`config.mk`:
```
export PLATFORM = sky130hd
export DESIGN_NAME = pulse_train_gen
export DESIGN_NICKNAME = d
export VERILOG_FILES = /design/src/rtl/pulse_train_gen.sv
export SDC_FILE = /design/constraint.sdc
export NUM_CORES = 1
export LEC_CHECK = 0
export CORE_ASPECT_RATIO = 1.4
export CORE_MARGIN = 3
export CORE_UTILIZATION = 25
export CTS_BUF_LIST = sky130_fd_sc_hd__clkbuf_8
export DETAILED_ROUTE_END_ITERATION = 12
export SYNTH_ARGS = -nofsm -noshare
export SYNTH_HDL_FRONTEND = slang
export SYNTH_SLANG_ARGS = --single-unit
export TNS_END_PERCENT = 1
```
`constraint.sdc`:
```
create_clock -name clk -period 3.5 [get_ports clk]
set_input_delay 0.7 -clock clk [delete_from_list [all_inputs] [get_ports clk]]
set_output_delay 0.7 -clock clk [all_outputs]
set_load 0.02 [all_outputs]
```
`src/rtl/pulse_train_gen.sv`:
```
// rtl/pulse_train_gen.sv - burst generator of N rectangular pulses with programmable high/low lengths
// One accepted start latches the config and runs IDLE -> (HIGH -> LOW) x N -> IDLE with a done pulse.
module pulse_train_gen #(
  parameter int CNT_W = 16,
  parameter int NUM_W = 8
) (
  input  logic             clk,
  input  logic             rst,
  input  logic             start,
  input  logic             abort,
  input  logic [CNT_W-1:0] high_len,
  input  logic [CNT_W-1:0] low_len,
  input  logic [NUM_W-1:0] num_pulses,
  output logic             wave_out,
  output logic             busy,
  output logic             done
);

  typedef enum logic [1:0] {
    IDLE = 2'd0,
    HIGH = 2'd1,
    LOW  = 2'd2
  } state_t;

  localparam logic [CNT_W-1:0] CNT_ONE = {{(CNT_W-1){1'b0}}, 1'b1};
  localparam logic [NUM_W-1:0] NUM_ONE = {{(NUM_W-1){1'b0}}, 1'b1};

  state_t           state_q, state_d;
  logic [CNT_W-1:0] phase_q, phase_d;
  logic [NUM_W-1:0] pulse_q, pulse_d;
  logic [CNT_W-1:0] hm1_q, hm1_d;
  logic [CNT_W-1:0] lm1_q, lm1_d;
  logic             wave_q, wave_d;
  logic             busy_q, busy_d;
  logic             done_q, done_d;

  // Phase lengths are stored minus one so that a zero length collapses to one cycle
  // and the all-ones length still fits without a wider counter.
  always_comb begin
    state_d = state_q;
    phase_d = phase_q;
    pulse_d = pulse_q;
    hm1_d   = hm1_q;
    lm1_d   = lm1_q;
    done_d  = 1'b0;

    case (state_q)
      IDLE: begin
        if (start && !abort && (num_pulses != '0)) begin
          hm1_d   = (high_len == '0) ? '0 : high_len - CNT_ONE;
          lm1_d   = (low_len == '0) ? '0 : low_len - CNT_ONE;
          phase_d = hm1_d;
          pulse_d = num_pulses - NUM_ONE;
          state_d = HIGH;
        end
      end
      HIGH: begin
        if (phase_q == '0) begin
          phase_d = lm1_q;
          state_d = LOW;
        end else begin
          phase_d = phase_q - CNT_ONE;
        end
      end
      LOW: begin
        if (phase_q == '0) begin
          if (pulse_q != '0) begin
            pulse_d = pulse_q - NUM_ONE;
            phase_d = hm1_q;
            state_d = HIGH;
          end else begin
            done_d  = 1'b1;
            state_d = IDLE;
          end
        end else begin
          phase_d = phase_q - CNT_ONE;
        end
      end
      default: state_d = IDLE;
    endcase

    if (abort && (state_q != IDLE)) begin
      state_d = IDLE;
      done_d  = 1'b0;
    end

    wave_d = (state_d == HIGH);
    busy_d = (state_d != IDLE);
  end

  always_ff @(posedge clk or posedge rst) begin
    if (rst) begin
      state_q <= IDLE;
      phase_q <= '0;
      pulse_q <= '0;
      hm1_q   <= '0;
      lm1_q   <= '0;
      wave_q  <= 1'b0;
      busy_q  <= 1'b0;
      done_q  <= 1'b0;
    end else begin
      state_q <= state_d;
      phase_q <= phase_d;
      pulse_q <= pulse_d;
      hm1_q   <= hm1_d;
      lm1_q   <= lm1_d;
      wave_q  <= wave_d;
      busy_q  <= busy_d;
      done_q  <= done_d;
    end
  end

  assign wave_out = wave_q;
  assign busy     = busy_q;
  assign done     = done_q;

endmodule

```
; Yosys cells after proc, flatten, opt, wreduce, memory -nomap -nowiden
; Index checks and enable logic that the tools add are counted.
[classes]
reduce_logical = 17
n_addsub = 5
eq_ne = 7
n_mux = 21
[ops]
columns = cell, n
row1 = 16-bit 2-to-1 mux, 6
row2 = 16-bit logical NOT, 3
row3 = 16-bit case mux with 3 select lines, 1
row4 = "16-bit by 1-bit subtractor with 16-bit output, second input constant", 3
row5 = 8-bit 2-to-1 mux, 3
row6 = 8-bit case mux with 2 select lines, 1
row7 = 8-bit nonzero test, 2
row8 = "8-bit by 1-bit subtractor with 8-bit output, second input constant", 2
row9 = 2-bit 2-to-1 mux, 4
row10 = "2-bit inequality test, second input constant", 3
row11 = 2-bit case mux with 3 select lines, 1
row12 = 2-bit nonzero test, 3
row13 = 1-bit 2-to-1 mux, 5
row14 = "2-bit by 1-bit equality test with 1-bit output, second input constant", 2
row15 = 4-bit AND reduction, 1
row16 = 1-bit logical AND, 3
row17 = "3-bit inequality test, second input constant", 1
row18 = 3-bit AND reduction, 1
row19 = 3-bit nonzero test, 1
row20 = "2-bit equality test, second input constant", 1
row21 = 2-bit logical NOT, 1
row22 = 2-bit AND reduction, 1
row23 = 1-bit logical NOT, 1
[totals]
register_bits = 61
wordCells = 58
input_bits = 44
out_inout_bits = 3

; Depth between registers and ports, before layout
[logic_depth]
word_depth = 7
mapped_depth = 11
mapped_depth_nobuf = 9

; Worst setup path after synthesis
; Ideal clock, no wire load.
[synth_timing]
path_kind = in2reg
start = input port high_len[0]
end = register phase_q[12]
n_path_buf = 1
stages = 9
t_required_ns = 3.379
setup_slack_ns = 0.716
setup_ns = 0.121
arrival_ns = 2.663
path_cell_list = inv_1 > ha_1 > or3b_2 > clkbuf_1 > or4_4 > or3_1 > mux2i_1 > o21ai_0 > o22a_1
[synth_between]
elab_chain_cells = 4
elab_cells_between_ends = 5
classes_between = 1 x add/sub / 3 x mux / 1 x reduce/logical
[synth_lines]
columns = item, line
row1 = start: declaration, 11  ; input logic [CNT_W-1:0] high_len,
row2 = 16-bit by 1-bit subtractor with 16-bit output / 16-bit logical NOT (equally long branches), 50  ; hm1_d = (high_len == '0) ? '0 : high_len - CNT_ONE;
row3 = 16-bit 2-to-1 mux *, 50
row4 = 16-bit 2-to-1 mux *, 49  ; if (start && !abort && (num_pulses != '0)) begin
row5 = 16-bit case mux with 3 select lines *, 47  ; case (state_q)
row6 = end signal: assignment, 103  ; phase_q <= phase_d;
row7 = end: declaration, 29  ; logic [CNT_W-1:0] phase_q, phase_d;
; Mark *: on every way between the ends. The rest lies on a longest branch, timed or not. The select of a mux whose other input is x is not followed.
; A chain may end at the register's enable or synchronous reset.

; Worst setup path in the final report
[layout_timing]
start = input port high_len[5]
end = register phase_q[12]
; The elaborated chain is that of the path after synthesis.

==> reports/metrics.cfg <==
[worst_setup_path]
critPathCaptureType=register
cp_max_fo=7
cp.required_ps=3740
start_kind=input port
crit_type=input port to register
arrival_ps=3200

[logic_synthesis]
ys.flop_type=dfrtp_1
ys_ff_latch=61
synth_seq_area_share=0.359
syn_area_mm2=0.00426
synthCells=523
syn_area_per_cell_um2=8.14
ys_async_sr_fraction=1.00
ys_types=60
synthesis.nets=577
ys_warn_count=0
synth_edf_count=0

[timing]
holdWs_ps=478
setup_tns_ps=0
setup_violations=0
fin_crit_sh=0.844
drv_slew=0
grt_setup_unrepaired=false
slew_headroom=0.460
min_period_ps=2950
finClkSkew_ps=9.94
clock.fmax_mhz=339
worst_slack_ps=547
hold_viol=0
tightest_slew_ps=810

[drt]
drc=0
vias=4302
drtPass1Iterations=5
wl_per_cell_um=17.1
routed_wl_mm=13.4
antenna_left=0
dr.first_iter.drc_count=259
drt-vias-per-instance=5.50

[clock_network]
clockBufferDepth=2
cts-root-buf=clkbuf_8
cts_tree=done
clkLatencyLatePin_ps=350
clock_sinks=61
cts-buffers-inserted=9
cts.repair.resized=0
htreeDepth=3
post_cts_buffers=0
cts_hold_buf=0
clk_pin_slew_worst_paths_ps=70

[place]
placed_cell_area_mm2=0.00506
port_buffers=46
place_ws_ps=196
placed_cells=766
gp_congestion=0.867
dp_hpwl_mm=10.2

[grt]
grt_max_degree=62
grt_usage=0.145
antenna_found_initial=0
grt_pass1_wl_mm=21.6
overflow=0
grt_pass1_vias=4297

[cells_and_area]
antenna_cells=0
fin_nets=632
layout_common_cells=66 x nand2_1, 61 x dfrtp_1, 60 x o21ai_0
drive_gt1_frac=0.0909
syn_to_final_growth_pct=24.6
fin_cells=782
design_area_mm2=0.00530
final_common_cell=nand2_1
final_util=0.322

[power]
p_leak_nw=2.04
total_power_mw=3.54
ir_drop_mv=0.177
power_density_mw_per_mm2=667

[min_path]
min_path_type=register to register

[flow_run]
cap_violations=0

[floorplan]
start_util=0.259
num_rows=55
core_area_mm2=0.0164
die_area_mm2=0.0187
dieHeight_um=160
fp.dieW_um=116
io_pins=47

[run_status]
status=finished, final reports clean

## state kept, by name (all words and copies together), names as in the netlist
signal and cells:
wave_out 1, lm1_q 16, hm1_q 16, phase_q 16, state_q 2, busy 1, pulse_q 8, done 1
## synth_stat cells, types with 4 or more instances
library cell  instances  area share
a311oi_1              4      0.0082
nand2_1              66       0.058
nor3_1               28       0.033
or4_1                 8       0.014
o21ai_0              60       0.071
a21o_1                4      0.0071
xnor2_1              13       0.027
mux2i_1               5       0.012
o31ai_1              15       0.026
dfrtp_1              61        0.36
xor2_1               13       0.027
nor4_1               16       0.024
a21oi_1              24       0.028
nor2_1               33       0.029
a22oi_1               6       0.011
nand2b_1              4      0.0059
a31oi_1              10       0.015
nor4b_1               4      0.0082
o41ai_1               5       0.010
clkbuf_1             21       0.019
o21a_1                5      0.0088
nand3_1              13       0.015
inv_1                18       0.016
nand4_1               6      0.0088
or3_1                 7       0.010
and2_1                4      0.0059
ha_1                 10       0.029
## final timing paths
check,from,end,slack (ps),cells past startpoint
worst max-delay path,high_len[5],phase_q[12],550,7
worst min-delay path,lm1_q[8],lm1_q[8],480,1
worst max register to register,phase_q[0],pulse_q[0],560,8
worst min register to register,lm1_q[8],lm1_q[8],480,1
max in group asynchronous,rst,lm1_q[8],2070,3
min in group asynchronous,rst,state_q[1],890,3
## cell type report
cell class                      instances  area (µm²)
Inverter                               19        71.3
Fill cell                            1713       11100
Sequential cell                        61        1530
Multi-Input combinational cell        417        2560
Clock buffer                            9         124
Timing Repair Buffer                   70         653
Clock inverter                          7         124
Tap cell                              199         249
## cells by family (layout without fill, tap and decap cells)
| kind of cell | count (synthesis) | after routing | synth area share |
|---|---|---|---|
| flip-flops | 61 | 61 | 0.359 |
| buffers and inverters | 45 | 105 | 0.0409 |
| AO/OA/AOI/OAI | 163 | 163 | 0.244 |
| adder cells (fa/ha/maj) | 10 | 10 | 0.0294 |
| multiplexers | 8 | 8 | 0.0197 |
| XOR/XNOR | 26 | 26 | 0.0535 |
| AND/OR/NAND/NOR | 210 | 210 | 0.254 |
## critical path, stage by stage
cell and delay (ps):
clkdlybuf4s50_1 480, or4_1 660, or4_4 550, or3_1 340, mux2i_1 190, o21ai_0 100, o22a_1 170
## power by group
part / total (mW) / internal [mW] / switching (mW)
logic: 1.36 / 0.562 / 0.801
registers: 1.38 / 1.03 / 0.350
clock network: 0.794 / 0.476 / 0.318
total: 3.54 / 2.07 / 1.47
## routing by layer
layer / wire length, µm / vias up / track usage
met3: 450 / 37 / 0.0204
met4: 629 / 0 / 0.0807
met5: 0 / - / 0
li1: - / 2063 / -
met2: 7020 / 129 / 0.259
met1: 5270 / 2073 / 0.162
No activity file was read; power rests on OpenSTA's default activity.
